`src/rtl/bf_pkg.sv`:
```
// Shared definitions for the brainfuck core: default address width and the
// loop-stack operation encoding used by both the decoder and the loop stack.
package bf_pkg;

  localparam int BF_ADDR_W = 10;

  typedef enum logic [2:0] {
    NONE    = 3'd0,
    PUSH    = 3'd1,
    POP     = 3'd2,
    REPLACE = 3'd3,
    FLUSH   = 3'd4
  } stack_op_e;

  // Collapse the raw strobes into one operation; flush dominates push/pop,
  // and push with pop together means "replace the top entry".
  function automatic stack_op_e decode_op(input logic flush,
                                          input logic push,
                                          input logic pop);
    stack_op_e op;
    op = NONE;
    if (flush)            op = FLUSH;
    else if (push && pop) op = REPLACE;
    else if (push)        op = PUSH;
    else if (pop)         op = POP;
    return op;
  endfunction

endpackage

```
`src/rtl/bf_stack_ram.sv`:
```
// Storage array for the loop stack: DEPTH x ADDR_W, one synchronous write
// port and one asynchronous read port. Contents are never reset.
module bf_stack_ram #(
  parameter int DEPTH  = 32,
  parameter int ADDR_W = 10,
  localparam int IDX_W = $clog2(DEPTH)
) (
  input  logic              clk,
  input  logic              we,
  input  logic [IDX_W-1:0]  waddr,
  input  logic [ADDR_W-1:0] wdata,
  input  logic [IDX_W-1:0]  raddr,
  output logic [ADDR_W-1:0] rdata
);

  logic [ADDR_W-1:0] mem [DEPTH];

  // Single write port, committed on the rising edge.
  always_ff @(posedge clk) begin
    if (we) mem[waddr] <= wdata;
  end

  assign rdata = mem[raddr];

endmodule

```
`src/rtl/bf_loop_stack.sv`:
```
// Return-address stack for the loop unit. '[' pushes the loop-body PC,
// ']' peeks the top to jump back and pops on loop exit. Provides occupancy
// status, sticky overflow/underflow flags and a flush for program restart.
// Optional build macro LOOP_STACK_HWM_EN adds a max_depth high-water mark
// output that only rst clears.
module bf_loop_stack
  import bf_pkg::*;
#(
  parameter int ADDR_W = BF_ADDR_W,
  parameter int DEPTH  = 32,
  localparam int CNT_W = $clog2(DEPTH + 1)
) (
  input  logic              clk,
  input  logic              rst,
  input  logic              push,
  input  logic              pop,
  input  logic              flush,
  input  logic [ADDR_W-1:0] address_in,
  output logic [ADDR_W-1:0] top,
  output logic              empty,
  output logic              full,
  output logic [CNT_W-1:0]  count,
  output logic              overflow,
  output logic              underflow
`ifdef LOOP_STACK_HWM_EN
  ,
  output logic [CNT_W-1:0]  max_depth
`endif
);

  localparam int IDX_W = $clog2(DEPTH);

  stack_op_e         op;
  logic [CNT_W-1:0]  count_q, count_d;
  logic              ovf_q, ovf_d;
  logic              unf_q, unf_d;
  logic              we;
  logic [IDX_W-1:0]  waddr;
  logic [IDX_W-1:0]  top_idx;
  logic [ADDR_W-1:0] rd_data;

  assign op      = decode_op(flush, push, pop);
  assign empty   = (count_q == '0);
  assign full    = (count_q == CNT_W'(DEPTH));
  // Index of the top entry; parked at 0 when empty so the read stays in range.
  assign top_idx = empty ? '0 : IDX_W'(count_q - CNT_W'(1));

  // Next count, error flags and write request from the decoded operation;
  // the empty/full guards keep count inside 0..DEPTH without wrapping.
  always_comb begin
    count_d = count_q;
    ovf_d   = ovf_q;
    unf_d   = unf_q;
    we      = 1'b0;
    waddr   = IDX_W'(count_q);
    unique case (op)
      FLUSH: begin
        count_d = '0;
        ovf_d   = 1'b0;
        unf_d   = 1'b0;
      end
      PUSH: begin
        if (!full) begin
          we      = 1'b1;
          waddr   = IDX_W'(count_q);
          count_d = count_q + CNT_W'(1);
        end else begin
          ovf_d = 1'b1;
        end
      end
      POP: begin
        if (!empty) count_d = count_q - CNT_W'(1);
        else        unf_d   = 1'b1;
      end
      REPLACE: begin
        if (!empty) begin
          we    = 1'b1;
          waddr = top_idx;
        end else begin
          unf_d = 1'b1;
        end
      end
      default: ;
    endcase
  end

  // Occupancy and sticky flags; rst overrides everything on the same edge.
  always_ff @(posedge clk) begin
    if (rst) begin
      count_q <= '0;
      ovf_q   <= 1'b0;
      unf_q   <= 1'b0;
    end else begin
      count_q <= count_d;
      ovf_q   <= ovf_d;
      unf_q   <= unf_d;
    end
  end

  bf_stack_ram #(
    .DEPTH  (DEPTH),
    .ADDR_W (ADDR_W)
  ) u_ram (
    .clk   (clk),
    .we    (we && !rst),
    .waddr (waddr),
    .wdata (address_in),
    .raddr (top_idx),
    .rdata (rd_data)
  );

  assign top       = empty ? '0 : rd_data;
  assign count     = count_q;
  assign overflow  = ovf_q;
  assign underflow = unf_q;

`ifdef LOOP_STACK_HWM_EN
  logic [CNT_W-1:0] hwm_q;

  // High-water mark of the post-edge count; survives flush, cleared by rst.
  always_ff @(posedge clk) begin
    if (rst) begin
      hwm_q <= '0;
    end else if (count_d > hwm_q) begin
      hwm_q <= count_d;
    end
  end

  assign max_depth = hwm_q;
`else
  // High-water mark tracking is not built in this configuration.
`endif

endmodule

```
`config.mk`:
```
export PLATFORM = sky130hd
export DESIGN_NAME = bf_loop_stack
export DESIGN_NICKNAME = d
export VERILOG_FILES = /design/src/rtl/bf_pkg.sv /design/src/rtl/bf_stack_ram.sv /design/src/rtl/bf_loop_stack.sv
export SDC_FILE = /design/constraint.sdc
export NUM_CORES = 1
export LEC_CHECK = 0
export ABC_AREA = 1
export CORE_MARGIN = 2
export CORE_UTILIZATION = 65
export DETAILED_ROUTE_END_ITERATION = 8
export PLACE_DENSITY = 0.86
export SLEW_MARGIN = 20
export SYNTH_ARGS = -nofsm -noshare
export SYNTH_HDL_FRONTEND = slang
export SYNTH_SLANG_ARGS = --single-unit
export TNS_END_PERCENT = 5
```
`constraint.sdc`:
```
create_clock -name clk -period 7.8 [get_ports clk]
set_input_delay 0.78 -clock clk [delete_from_list [all_inputs] [get_ports clk]]
set_output_delay 0.78 -clock clk [all_outputs]
set_load 0.05 [all_outputs]
```
==> flow_metrics.env, run 1 <==
export IMPL_status="finished clean"
export IMPL_hold_viol=0
export IMPL_critPathMaxFanout=92
export IMPL_max_slew_margin_pct=28.6
export IMPL_cp_end_kind="output port"
export IMPL_cts_hold_buf=0
export IMPL_dr_pass1_iters=6
export IMPL_drc_errors=0
export IMPL_synthArstFlopShare_pct=0
export IMPL_cap_violations=0
export IMPL_rsz0062_at_grt="no"
export IMPL_power_net_switching_mw=1.47
export IMPL_drive_above_1_share_pct=7.57
export IMPL_dp_hpwl_um=19300
export IMPL_combPwrFrac_pct=24.6
export IMPL_ant_nets=0
export IMPL_min_path_type="register to register"
export IMPL_h_tree_depth=2
export IMPL_cts_buffers=34
export IMPL_max_vdd_ir_drop_v=0.000217
export IMPL_hold_slack_ns=0.466
export IMPL_grt_total_usage_pct=29.5
export IMPL_io_pins=35
export IMPL_p_clk_share_pct=33.3
export IMPL_p_total_mw=4.62
export IMPL_slew_violations=0
export IMPL_cts_sinks=328
export IMPL_worstPathRequired_ns=7.02
export IMPL_ys_seq_elements=328
export IMPL_synthTopCellsByCount="368 x nor2_1, 323 x nand2_1, 320 x edfxtp_1"
export IMPL_path_clk_slew_ns=0.06
export IMPL_leakage_nw=5.97
export IMPL_clock_fmax_mhz=170
export IMPL_cp_cell_sequence="inv_1 -> ha_1 -> nand3_2 -> ha_4 -> buf_4 -> or2_2 -> nand3_1 -> nand3_1 -> nand3_1 -> nand2_1 -> inv_1 -> nand2_1 -> nand2_1 -> nor2_1 -> clkdlybuf4s50_1"
export IMPL_instances_no_fill=1707
export IMPL_yosysMostFrequentCell="nor2_1"
export IMPL_routed_wirelength_um=34000
export IMPL_grt_pass1_wl_um=52900
export IMPL_startpoint_type="register"
export IMPL_pwr_share_seq_pct=42.1
export IMPL_synth_edf_count=320
export IMPL_synth_seq_area_share_pct=68.3
export IMPL_finalSetupViolations=0
export IMPL_layout_min_cycle_time_ns=5.89
export IMPL_synth_nets=1402
export IMPL_cp_top_family="buffers and inverters"
export IMPL_post_drt_via_cell_ratio=5.98
export IMPL_antenna_found_initial=0
export IMPL_grt_pass1_vias=9901
export IMPL_placed_cells=1648
export IMPL_tritoncts="built"
export IMPL_setup_slack_ns=1.91
export IMPL_antenna_cells=0
export IMPL_p_per_area_nw_per_um2=292
export IMPL_cts_resized=0
export IMPL_yosysUniqueCellTypes=32
export IMPL_fp_row_count=54
export IMPL_portBuffers=34
export IMPL_die_y_um=152
export IMPL_switching_share_pct=31.8
export IMPL_overflow=0
export IMPL_clock_latency_ns=0.51
export IMPL_yosys_most_used_dff="edfxtp_1"
export IMPL_cpMaxStageDelayCell="buf_4"
export IMPL_cpPeakStageDelay_ns=0.89
export IMPL_internal_power_mw=3.15
export IMPL_synth_area_top_cells="edfxtp_1 67%, nor2_1 9.7%, nand2_1 8.5%, nand3_1 5.0%, inv_1 1.5%"
export IMPL_initialDrtViolationCount=1392
export IMPL_areaGrowthSynthToFinish_pct=10.6
export IMPL_critPathBufInv=4
export IMPL_synthCells=1384
export IMPL_grt_max_degree=102
export IMPL_route_vias_total=10200
export IMPL_critPathKind="register to output port"
export IMPL_cts_setup_buffers=0
export IMPL_die_w_um=152
export IMPL_wl_per_cell_um=19.9
export IMPL_dieArea_um2=23200
export IMPL_synth_top_area_share_pct=67.2
export IMPL_synthesis_area_um2=14300
export IMPL_cts_buffer_depth=3
export IMPL_critical_path_arrival_ns=5.11
export IMPL_syn_avg_cell_area_um2=10.3
export IMPL_yosys_area_top_type="edfxtp_1"
export IMPL_fin_setup_tns_ns=0
export IMPL_dp_slack_ns=2.55
export IMPL_nNetsFinal=1422
export IMPL_gp_congestion=0.961
export IMPL_cts_root_buffer_cell="clkbuf_16"
export IMPL_start_util_pct=65.9
export IMPL_fin_worst_skew_ns=0.00914
export IMPL_worstMarginPinSlew_ns=1.07
export IMPL_post_route_period_util_pct=75.5
export IMPL_yosys_warnings=0
export IMPL_coreArea_um2=21700
-- per-stage QoR --
stage                     util (%)  area, µm²
final                         72.9      15800
after floorplan                  -      14300
after global routing          72.9      15800
after CTS                     73.0      15800
after detailed placement      68.1      14800
after global placement        68.2      14800
-- routing by layer --
metal  routed length (µm)  global-route usage (%)  share of wire [%]
met1                12400                    38.3                 37
met2                16700                    49.1                 49
met3                 3570                    6.46                 10
met4                 1290                    11.7                3.8
met5                    0                       0                  0
-- cell usage in the layout (no fill, tap or decap), drive strengths merged, types with 10 or more instances in the layout --
cell type      count
nand3            149
edfxtp           320
inv               63
nand2            329
o21ai             32
clkbuf            51
a21oi             10
nor2             373
clkdlybuf4s50     31
buf               18
or2               13
-- state kept, by name, summed over array words and instances (netlist names) --
| signal | count |
|---|---|
| count | 6 |
| u_ram.mem | 320 |
| underflow | 1 |
| overflow | 1 |
-- path summary, 6_finish.rpt --
path / start / end / slack (ns) / depth (start not counted)
worst max register to register: count[0]$_SDFFE_PP0P_ / u_ram.mem[29][4]$_DFFE_PP_ / 2.98 / 9
worst min register to register: overflow$_SDFFE_PP0P_ / overflow$_SDFFE_PP0P_ / 0.47 / 2
worst min-delay path: overflow$_SDFFE_PP0P_ / overflow$_SDFFE_PP0P_ / 0.47 / 2
worst max-delay path: count[0]$_SDFFE_PP0P_ / top[8] / 1.91 / 15
-- power groups by stage --
stage	Combinational [mW]	Clock, mW	Sequential [mW]
floorplan	0.768	0	1.99
global placement	1.08	0	1.99
detailed placement	1.11	0	1.99
CTS	1.12	1.54	1.95
global route	1.23	1.62	1.95
finish	1.14	1.54	1.95
-- final cells by class --
type / count / area, µm²
well taps: 280 / 350
flip-flops and latches: 328 / 9770
inverters: 62 / 235
multi-input cells: 929 / 3980
fillers: 1441 / 5870
clock buffers: 51 / 978
clock inverters: 8 / 66.3
repair buffers: 49 / 438
-- kinds of logic (layout without fill, tap and decap cells) --
kind of cell | count (synthesis) | in the layout | share of synthesized area (%)
and+or+nand+nor | 874 | 874 | 25.1
DFF | 328 | 328 | 68.3
buffers and inverters | 127 | 170 | 3.95
AOI/OAI and AO/OA | 49 | 49 | 1.99
adders and majority gates | 3 | 3 | 0.263
xor gates and xnor gates | 3 | 3 | 0.341
-- worst register-to-register path, stage by stage, from the launching register on --
cell	delay (ns)
dfxtp_1	0.44
inv_1	0.17
ha_1	0.66
inv_2	0.49
nand2_2	0.28
buf_4	0.75
o22ai_2	0.36
inv_1	0.17
nand3_2	0.25
nor2_1	0.86
Power figures use the tool's default switching activity.
==> run 2: changes to the inputs <==
- CORE_UTILIZATION: 65 -> 62
- PLACE_DENSITY: 0.86 -> 0.83
- clock period: 7.8 -> 5.7 ns (I/O delays scaled with it)
==> run 2 against run 1 <==
Compared with the run above:
- sequential power grew 37%
- worst hold slack improved by 0.019 ns
- power rose by 36%
- utilization down 3.1 points
- setup slack worse by 1.1 ns
- count of clock-buffer cells in the layout decreased by 8
- die area is 4.7% higher
- flip-flop and latch count did not move
- highest routed layer unchanged
==> flow_metrics.env, run 2 (synthesized netlist as in run 1, its figures left out) <==
export IMPL_status="finished clean"
export IMPL_crit_path_start="count[0]$_SDFFE_PP0P_"
export IMPL_start_util_pct=63.1
export IMPL_overflow=0
export IMPL_n_fill_cell=1577
export IMPL_finalSetupViolations=0
export IMPL_hold_start="overflow$_SDFFE_PP0P_"
export IMPL_h_tree_depth=2
export IMPL_dp_slack_ns=1.21
export IMPL_slew_violations=0
export IMPL_pwr_share_seq_pct=42.4
export IMPL_die_w_um=156
export IMPL_route_vias_total=10200
export IMPL_max_vdd_ir_drop_v=0.000374
export IMPL_ant_nets=0
export IMPL_nNetsFinal=1424
export IMPL_reg2reg_to="u_ram.mem[1][5]$_DFFE_PP_"
export IMPL_fin_setup_tns_ns=0
export IMPL_areaGrowthSynthToFinish_pct=10.6
export IMPL_setup_slack_ns=0.785
export IMPL_drive_above_1_share_pct=8.06
export IMPL_critical_path_arrival_ns=4.34
export IMPL_dr_pass1_iters=8
export IMPL_clock_fmax_mhz=203
export IMPL_leakage_nw=5.99
export IMPL_dpl_cell_area_um2=14800
export IMPL_gp_congestion=0.883
export IMPL_max_slew_margin_pct=29.9
export IMPL_startpoint_type="register"
export IMPL_placed_cells=1655
export IMPL_layout_common_cells="368 x nor2_1, 323 x nand2_1, 320 x edfxtp_1"
export IMPL_worstMarginPinSlew_ns=1.05
export IMPL_worstPathRequired_ns=5.13
export IMPL_routed_wirelength_um=33900
export IMPL_largest_register="u_ram.mem"
export IMPL_coreArea_um2=22600
export IMPL_die_y_um=156
export IMPL_io_pins=35
export IMPL_critPathKind="register to output port"
export IMPL_p_per_area_nw_per_um2=397
export IMPL_largest_reg_flops=320
export IMPL_initialDrtViolationCount=1673
export IMPL_grt_total_usage_pct=28.6
export IMPL_power_net_switching_mw=2.00
export IMPL_cts_buffer_depth=3
export IMPL_fp_row_count=55
export IMPL_final_util_pct=69.8
export IMPL_grt_max_degree=92
export IMPL_hold_viol=0
export IMPL_min_path_type="register to register"
export IMPL_grt_pass1_wl_um=52400
export IMPL_rr_startpoint="count[0]$_SDFFE_PP0P_"
export IMPL_switching_share_pct=31.9
export IMPL_drc_errors=0
export IMPL_hold_slack_ns=0.485
export IMPL_cts_root_buffer_cell="clkbuf_16"
export IMPL_post_drt_via_cell_ratio=5.97
export IMPL_dieArea_um2=24300
export IMPL_hold_end="overflow$_SDFFE_PP0P_"
export IMPL_cp_end_kind="output port"
export IMPL_combPwrFrac_pct=24.6
export IMPL_critPathMaxFanout=37
export IMPL_cts_buffers=34
export IMPL_cts_hold_buf=0
export IMPL_final_common_cell="nor2_1"
export IMPL_wl_per_cell_um=19.8
export IMPL_cts_setup_buffers=0
export IMPL_path_clk_slew_ns=0.06
export IMPL_r2r_worst_path_cells=9
export IMPL_p_clk_share_pct=33.0
export IMPL_rsz0062_at_grt="no"
export IMPL_cts_resized=0
export IMPL_fin_area_um2=15800
export IMPL_clock_latency_ns=0.52
export IMPL_antenna_found_initial=0
export IMPL_cap_violations=0
export IMPL_tritoncts="built"
export IMPL_antenna_cells=0
export IMPL_instances_no_fill=1712
export IMPL_grt_pass1_vias=9684
export IMPL_post_route_period_util_pct=86.2
export IMPL_fin_worst_skew_ns=0.0104
export IMPL_rrSetupSlack_ns=1.08
export IMPL_seq_area_um2=9770
export IMPL_multi_input_area_um2=3980
export IMPL_layout_min_cycle_time_ns=4.91
export IMPL_portBuffers=34
export IMPL_dp_hpwl_um=19600
export IMPL_holdPathStages=2
export IMPL_p_total_mw=6.28
export IMPL_cts_sinks=328
export IMPL_internal_power_mw=4.28
## run 2: cell count changes in the layout (fill, tap and decap cells not counted), moves of 2 or more
cell	delta
buf_4	+11
clkdlybuf4s50_1	-8
clkbuf_1	-6
clkinv_1	+5
buf_2	-2
clkbuf_16	-2
## run 2: worst max path at each step
stage	end	slack (ns)	depth (start not counted)
final	top[4]	0.79	13
after global routing	top[4]	0.65	13
after CTS	top[4]	0.95	13
after detailed placement	u_ram.mem[24][0]$_DFFE_PP_	1.21	9
after global placement	u_ram.mem[16][2]$_DFFE_PP_	1.40	9
after floorplan	top[8]	1.77	16
## run 2: power groups by stage
stage          registers, mW  logic (mW)  clock network (mW)
2_1_floorplan           2.73        1.05                   0
3_3_place_gp            2.72        1.47                   0
3_5_place_dp            2.72        1.49                   0
4_1_cts                 2.67        1.51                2.07
5_1_grt                 2.67        1.66                2.17
6_report                2.67        1.54                2.07
## run 2: layout make-up
| class | count | share of cell area (%) |
|---|---|---|
| clock buffer | 43 | 5.73 |
| clock inverter | 14 | 0.728 |
| inverter | 62 | 1.49 |
| multi-input combinational | 929 | 25.1 |
| sequential | 328 | 61.8 |
| tap | 285 | 2.26 |
| timing repair buffer | 51 | 2.85 |
## run 2: worst max-delay path, stage by stage (launching register included)
cell	delay, ns
dfxtp_1	0.44
inv_1	0.17
ha_1	0.55
inv_2	0.68
nand2_2	0.12
inv_1	0.56
buf_4	0.36
nand2_1	0.07
nand3_1	0.12
o21ai_0	0.12
nand2_1	0.12
nand3_1	0.12
nand2_1	0.15
buf_4	0.21
## run 2: routing by layer
metal | wire length [µm] | GRT usage (%)
met1 | 12600 | 38.1
met2 | 16000 | 45.9
met3 | 3850 | 6.39
met4 | 1510 | 12.3
met5 | 0 | 0
